## src/rtl/state_squeezer.sv

```systemverilog
// state_squeezer: SHAKE256 squeeze engine that streams captured Keccak rate lanes as 64-bit words.
module state_squeezer #(
  parameter int W = 64,
  parameter int RATE_LANES = 17,
  parameter int CNT_W = 16
) (
  input  logic                    clk,
  input  logic                    rst,
  input  logic                    start,
  input  logic [CNT_W-1:0]        req_lanes,
  input  logic [0:4][0:4][0:63]   A,
  input  logic                    st_valid,
  output logic                    st_ready,
  output logic                    perm_req,
  output logic [W-1:0]            out_data,
  output logic                    out_valid,
  input  logic                    out_ready,
  output logic                    out_last,
  output logic                    busy
);
  typedef enum logic [1:0] {IDLE, WAIT_ST, STREAM} state_t;
  state_t state, nxt;
  logic [0:4][0:4][0:63] cap;
  logic [4:0] lane_idx;
  logic [CNT_W-1:0] remaining;
  logic [2:0] lx, ly;
  logic xfer, last, blk_end;
  assign st_ready  = state == WAIT_ST;
  assign out_valid = state == STREAM;
  assign busy      = state != IDLE;
  assign last      = remaining == CNT_W'(1);
  assign out_last  = out_valid && last;
  assign xfer      = out_valid && out_ready;
  assign blk_end   = lane_idx == 5'(RATE_LANES - 1);
  assign lx        = 3'(lane_idx % 5);
  assign ly        = 3'(lane_idx / 5);
  always_comb begin
    nxt = (state == IDLE && start && |req_lanes) ? WAIT_ST :
          (state == WAIT_ST && st_valid) ? STREAM :
          xfer ? (last ? IDLE : blk_end ? WAIT_ST : STREAM) : state;
  end
  // Lane words are stored z-ascending, so bit z of the word comes from A[x][y][z].
  always_comb begin
    out_data = '0;
    for (int z = 0; z < W; z++)
      out_data[z] = out_valid & cap[lx][ly][z];
  end
  always_ff @(posedge clk or posedge rst) begin
    if (rst) begin
      state     <= IDLE;
      cap       <= '0;
      lane_idx  <= '0;
      remaining <= '0;
      perm_req  <= 1'b0;
    end else begin
      state    <= nxt;
      perm_req <= xfer && !last && blk_end;
      if (state == IDLE && start && |req_lanes) remaining <= req_lanes;
      if (st_ready && st_valid) begin
        cap      <= A;
        lane_idx <= '0;
      end
      if (xfer) begin
        remaining <= remaining - CNT_W'(1);
        lane_idx  <= lane_idx + 5'd1;
      end
    end
  end
endmodule

```

## config.mk

```make
export PLATFORM = sky130hd
export DESIGN_NAME = state_squeezer
export DESIGN_NICKNAME = d
export VERILOG_FILES = /design/src/rtl/state_squeezer.sv
export SDC_FILE = /design/constraint.sdc
export NUM_CORES = 2
export LEC_CHECK = 0
export CAP_MARGIN = 10
export CELL_PAD_IN_SITES_DETAIL_PLACEMENT = 2
export CELL_PAD_IN_SITES_GLOBAL_PLACEMENT = 2
export CORE_AREA = 8 8 661 663
export CTS_CLUSTER_SIZE = 20
export DETAILED_ROUTE_END_ITERATION = 16
export DIE_AREA = 0 0 669 671
export PLACE_DENSITY_LB_ADDON = 0.12
export SLEW_MARGIN = 20
export SYNTH_ARGS = -nofsm -noshare
export SYNTH_HDL_FRONTEND = slang
export SYNTH_SLANG_ARGS = --single-unit
```

## constraint.sdc

```tcl
create_clock -name clk -period 84 [get_ports clk]
set_clock_uncertainty 0.1 [all_clocks]
set_input_delay 16.8 -clock clk [delete_from_list [all_inputs] [get_ports clk]]
set_output_delay 16.8 -clock clk [all_outputs]
set_load 0.01 [all_outputs]
```

==> impl_metrics.toml <==
[finish]
final_core_util = 0.2507
final_layout_size_suffix_gt1_frac = 0.07411
ff_latch_area_um2 = 40640
multi_input_comb_area_um2 = 32740
layout_commonest_cell = "nand2_1"
area_growth_pct = 42.08
design.final.nets = 12166
most_used_cells_in_the_layout_excluding_fill_and_tap_cells = "5,159 x nand2_1, 1,689 x clkdlybuf4s50_1, 1,623 x dfrtp_1"
final_instance_area_um2 = 106700
fillers = 48335
finalNonFillerCells = 16481

[sta]
maxSlewHeadroom = 0.1656
period_share = 0.3316
timing.final.crit_period_ps = 27860
worstMarginPinSlew_ps = 1246
setup_violations = 0
finalHoldViolations = 0
clock.fmax_ghz = 0.03590
rsz0062_at_grt = "no"
maxSlewViolCount = 0
setup-tns-final_ps = 0
hold-worst-slack_ps = 369.9

[detailed_routing]
firstDrtPassIters = 9
postRouteAntennaNets = 0
drt-vias-per-instance = 4.511
drc = 0
post_drt_wl_per_cell_um = 36.02
drt-total-wl_um = 593600
detailroute.via_count = 74352
drtIter0Drc = 4446

[critical_path]
timing.critical_path.slowest_stage_cell = "a31oi_1"
worstPathMaxFanout = 37
r2r-start = "state[1]"
critical-path-max-stage-delay_ps = 1040
register_to_register_setup_slack_ps = 77500
crit_path_end_kind = "output port"
crit_start_category = "flop"
cp_cell_sequence = "nor2_2 -> inv_1 -> ha_1 -> and4b_1 -> o211ai_1 -> nand3_4 -> xnor2_1 -> inv_1 -> ha_2 -> nor2b_1 -> o21a_1 -> a211oi_2 -> o32a_1 -> o21ai_2 -> nand2_4 -> buf_4 -> nand2_2 -> buf_4 -> o21ai_0 -> o21ai_1 -> a31oi_1 -> clkdlybuf4s50_1"
type_of_the_worst_setup_path = "reg -> out"
cp_data_required_time_ps = 67100
timing.critical_path.from = "lane_idx[2]"
worst-endpoint-arrival_ps = 10960

[job]
number_of_violations_of_the_max_capacitance_limit = 0

[yosys]
syn_area_um2 = 75130
synth.yosys.seq_area_share = 0.5409
synthesis.area_per_instance_um2 = 8.337
syn-instance-count = 9012
synth_cell_type_count = 80
dominantRegCellSynth = "dfrtp_1"
synth_enable_flop_cells = 0
postSynthRegisterBits = 1624
synthesis.yosys.warnings = 0
synth-async-reset-ratio = 1.000
net_count_after_synthesis = 10643

[place]
numPlacedInstances = 15994
port_buffers = 1689
gp_congestion = 0.8438
hpwlAfterDp_um = 466000
post_dp_cell_area_um2 = 99090

[floorplan]
die-area_um2 = 448900
core_area_um2 = 425800
row_count = 240
width_of_the_die_um = 669
io_pins = 1690
initial_utilization = 0.1764
fp.dieH_um = 671

[clock_tree]
post_cts_buffers = 0
cts-hold-fix-buffers = 0
clk-insertion-delay-late_ps = 940
cts_max_level = 4
cts_made_buffers = 224
post_cts_resized = 0
ctsLongestPathBuffers = 4
cts.sink_count = 1624
cts.reportedPaths.clkPinSlew_ps = 50
tritoncts = "built"
clk_tree_root_cell = "clkbuf_16"

[global_route]
grt_max_degree = 193
via_count_of_the_first_global_routing_pass = 82150
grt_pass1_wl_um = 779100
grt_util_all_layers = 0.2552
number_of_antenna_violations_at_the_first_check_in_global_routing = 311
grt-ovfl-total = 0

[power_and_ir_drop]
peakVddDrop_uv = 43.00
static-leakage-power_nw = 49.86
power_density_nw_per_um2 = 41.37

[min_path]
timing.hold.worst.start = "cap[813]"
min-delay-path-class = "reg -> reg"

[outcome]
status = "complete, no violations"
[metal layers]
| layer | track usage | share of wire | vias to the layer above |
|---|---|---|---|
| li1 | - | - | 32361 |
| met1 | 0.2970 | 0.40 | 38810 |
| met2 | 0.4541 | 0.50 | 2165 |
| met3 | 0.05312 | 0.052 | 894 |
| met4 | 0.1037 | 0.047 | 122 |
| met5 | 0 | 0.0013 | - |
[synthesized netlist by cell type (16+ instances only)]
| library cell | number | area share |
|---|---|---|
| nand2_1 | 5171 | 0.26 |
| a21oi_1 | 243 | 0.016 |
| buf_2 | 67 | 0.0045 |
| a221oi_1 | 55 | 0.0064 |
| a211oi_1 | 52 | 0.0052 |
| o22ai_1 | 51 | 0.0042 |
| nand4_1 | 22 | 0.0018 |
| a31oi_1 | 44 | 0.0037 |
| dfrtp_1 | 1624 | 0.54 |
| mux2_2 | 44 | 0.0066 |
| a22o_1 | 16 | 0.0019 |
| o221ai_1 | 39 | 0.0045 |
| mux4_2 | 64 | 0.019 |
| o21ai_0 | 141 | 0.0094 |
| nand3_1 | 108 | 0.0072 |
| o211ai_1 | 28 | 0.0028 |
| a2111oi_0 | 36 | 0.0042 |
| nor2_1 | 76 | 0.0038 |
| clkbuf_1 | 494 | 0.025 |
| buf_4 | 16 | 0.0016 |
| a22oi_1 | 43 | 0.0043 |
| a222oi_1 | 23 | 0.0031 |
| nor3_1 | 31 | 0.0021 |
| a221o_1 | 17 | 0.0023 |
| mux2i_1 | 286 | 0.038 |
| a311oi_1 | 20 | 0.0023 |
[area by class of cell]
cell class	count	area share
Tap cell	5687	0.06666
Clock inverter	52	0.005322
Inverter	13	0.0005744
Timing Repair Buffer	1889	0.1741
Multi-Input combinational cell	6783	0.3067
Sequential cell	1624	0.3808
Antenna cell	94	0.002204
Clock buffer	339	0.06364
[final timing paths]
kind,end,cells after the start
max reg2reg,cap[1473],9
min reg2reg,cap[813],2
max,out_data[15],22
min in group asynchronous,cap[1112],2
max in group asynchronous,cap[518],6
min,cap[813],2
[critical path: cells and delay by family (launching register included)]
family / cells / cell delay (ps)
simple gates: 6 / 2080
compound gates: 8 / 3790
flops: 1 / 530
fa+ha+maj: 2 / 670
buf+inv: 5 / 2180
xor+xnor: 1 / 650
[report_power, final]
part	internal, W	leakage (nW)	switching (W)
Clock	0.000577	3.65	0.000413
Sequential	0.00112	20.6	0.000262
Combinational	0.000592	25.6	0.00146
Total	0.00228	49.9	0.00213
[flip-flops by register name (all words and copies together) (netlist names)]
signal / flops
remaining: 16
perm_req: 1
lane_idx: 5
cap: 1600
state: 2
[stage by stage]
step | power [W] | worst slack [ps]
2_1_floorplan | 0.002206 | 21270
3_3_place_gp | 0.003442 | 57030
3_5_place_dp | 0.003481 | 57170
4_1_cts | 0.004507 | 56080
5_1_grt | 0.004629 | 55910
6_report | 0.004416 | 56140
[cell families (layout without fill, tap and decap cells)]
| logic type | Yosys count | in the layout | share of synthesized area |
|---|---|---|---|
| and+or+nand+nor | 5480 | 5480 | 0.2797 |
| DFF | 1624 | 1624 | 0.5409 |
| AOI/OAI and AO/OA | 889 | 889 | 0.07969 |
| buffers and inverters | 605 | 2293 | 0.03234 |
| muxes | 399 | 399 | 0.06463 |
| adders and majority gates | 10 | 10 | 0.001665 |
| xor gates and xnor gates | 5 | 5 | 0.001083 |
| other | 0 | 94 | 0 |
(Power assumes the default switching activity.)
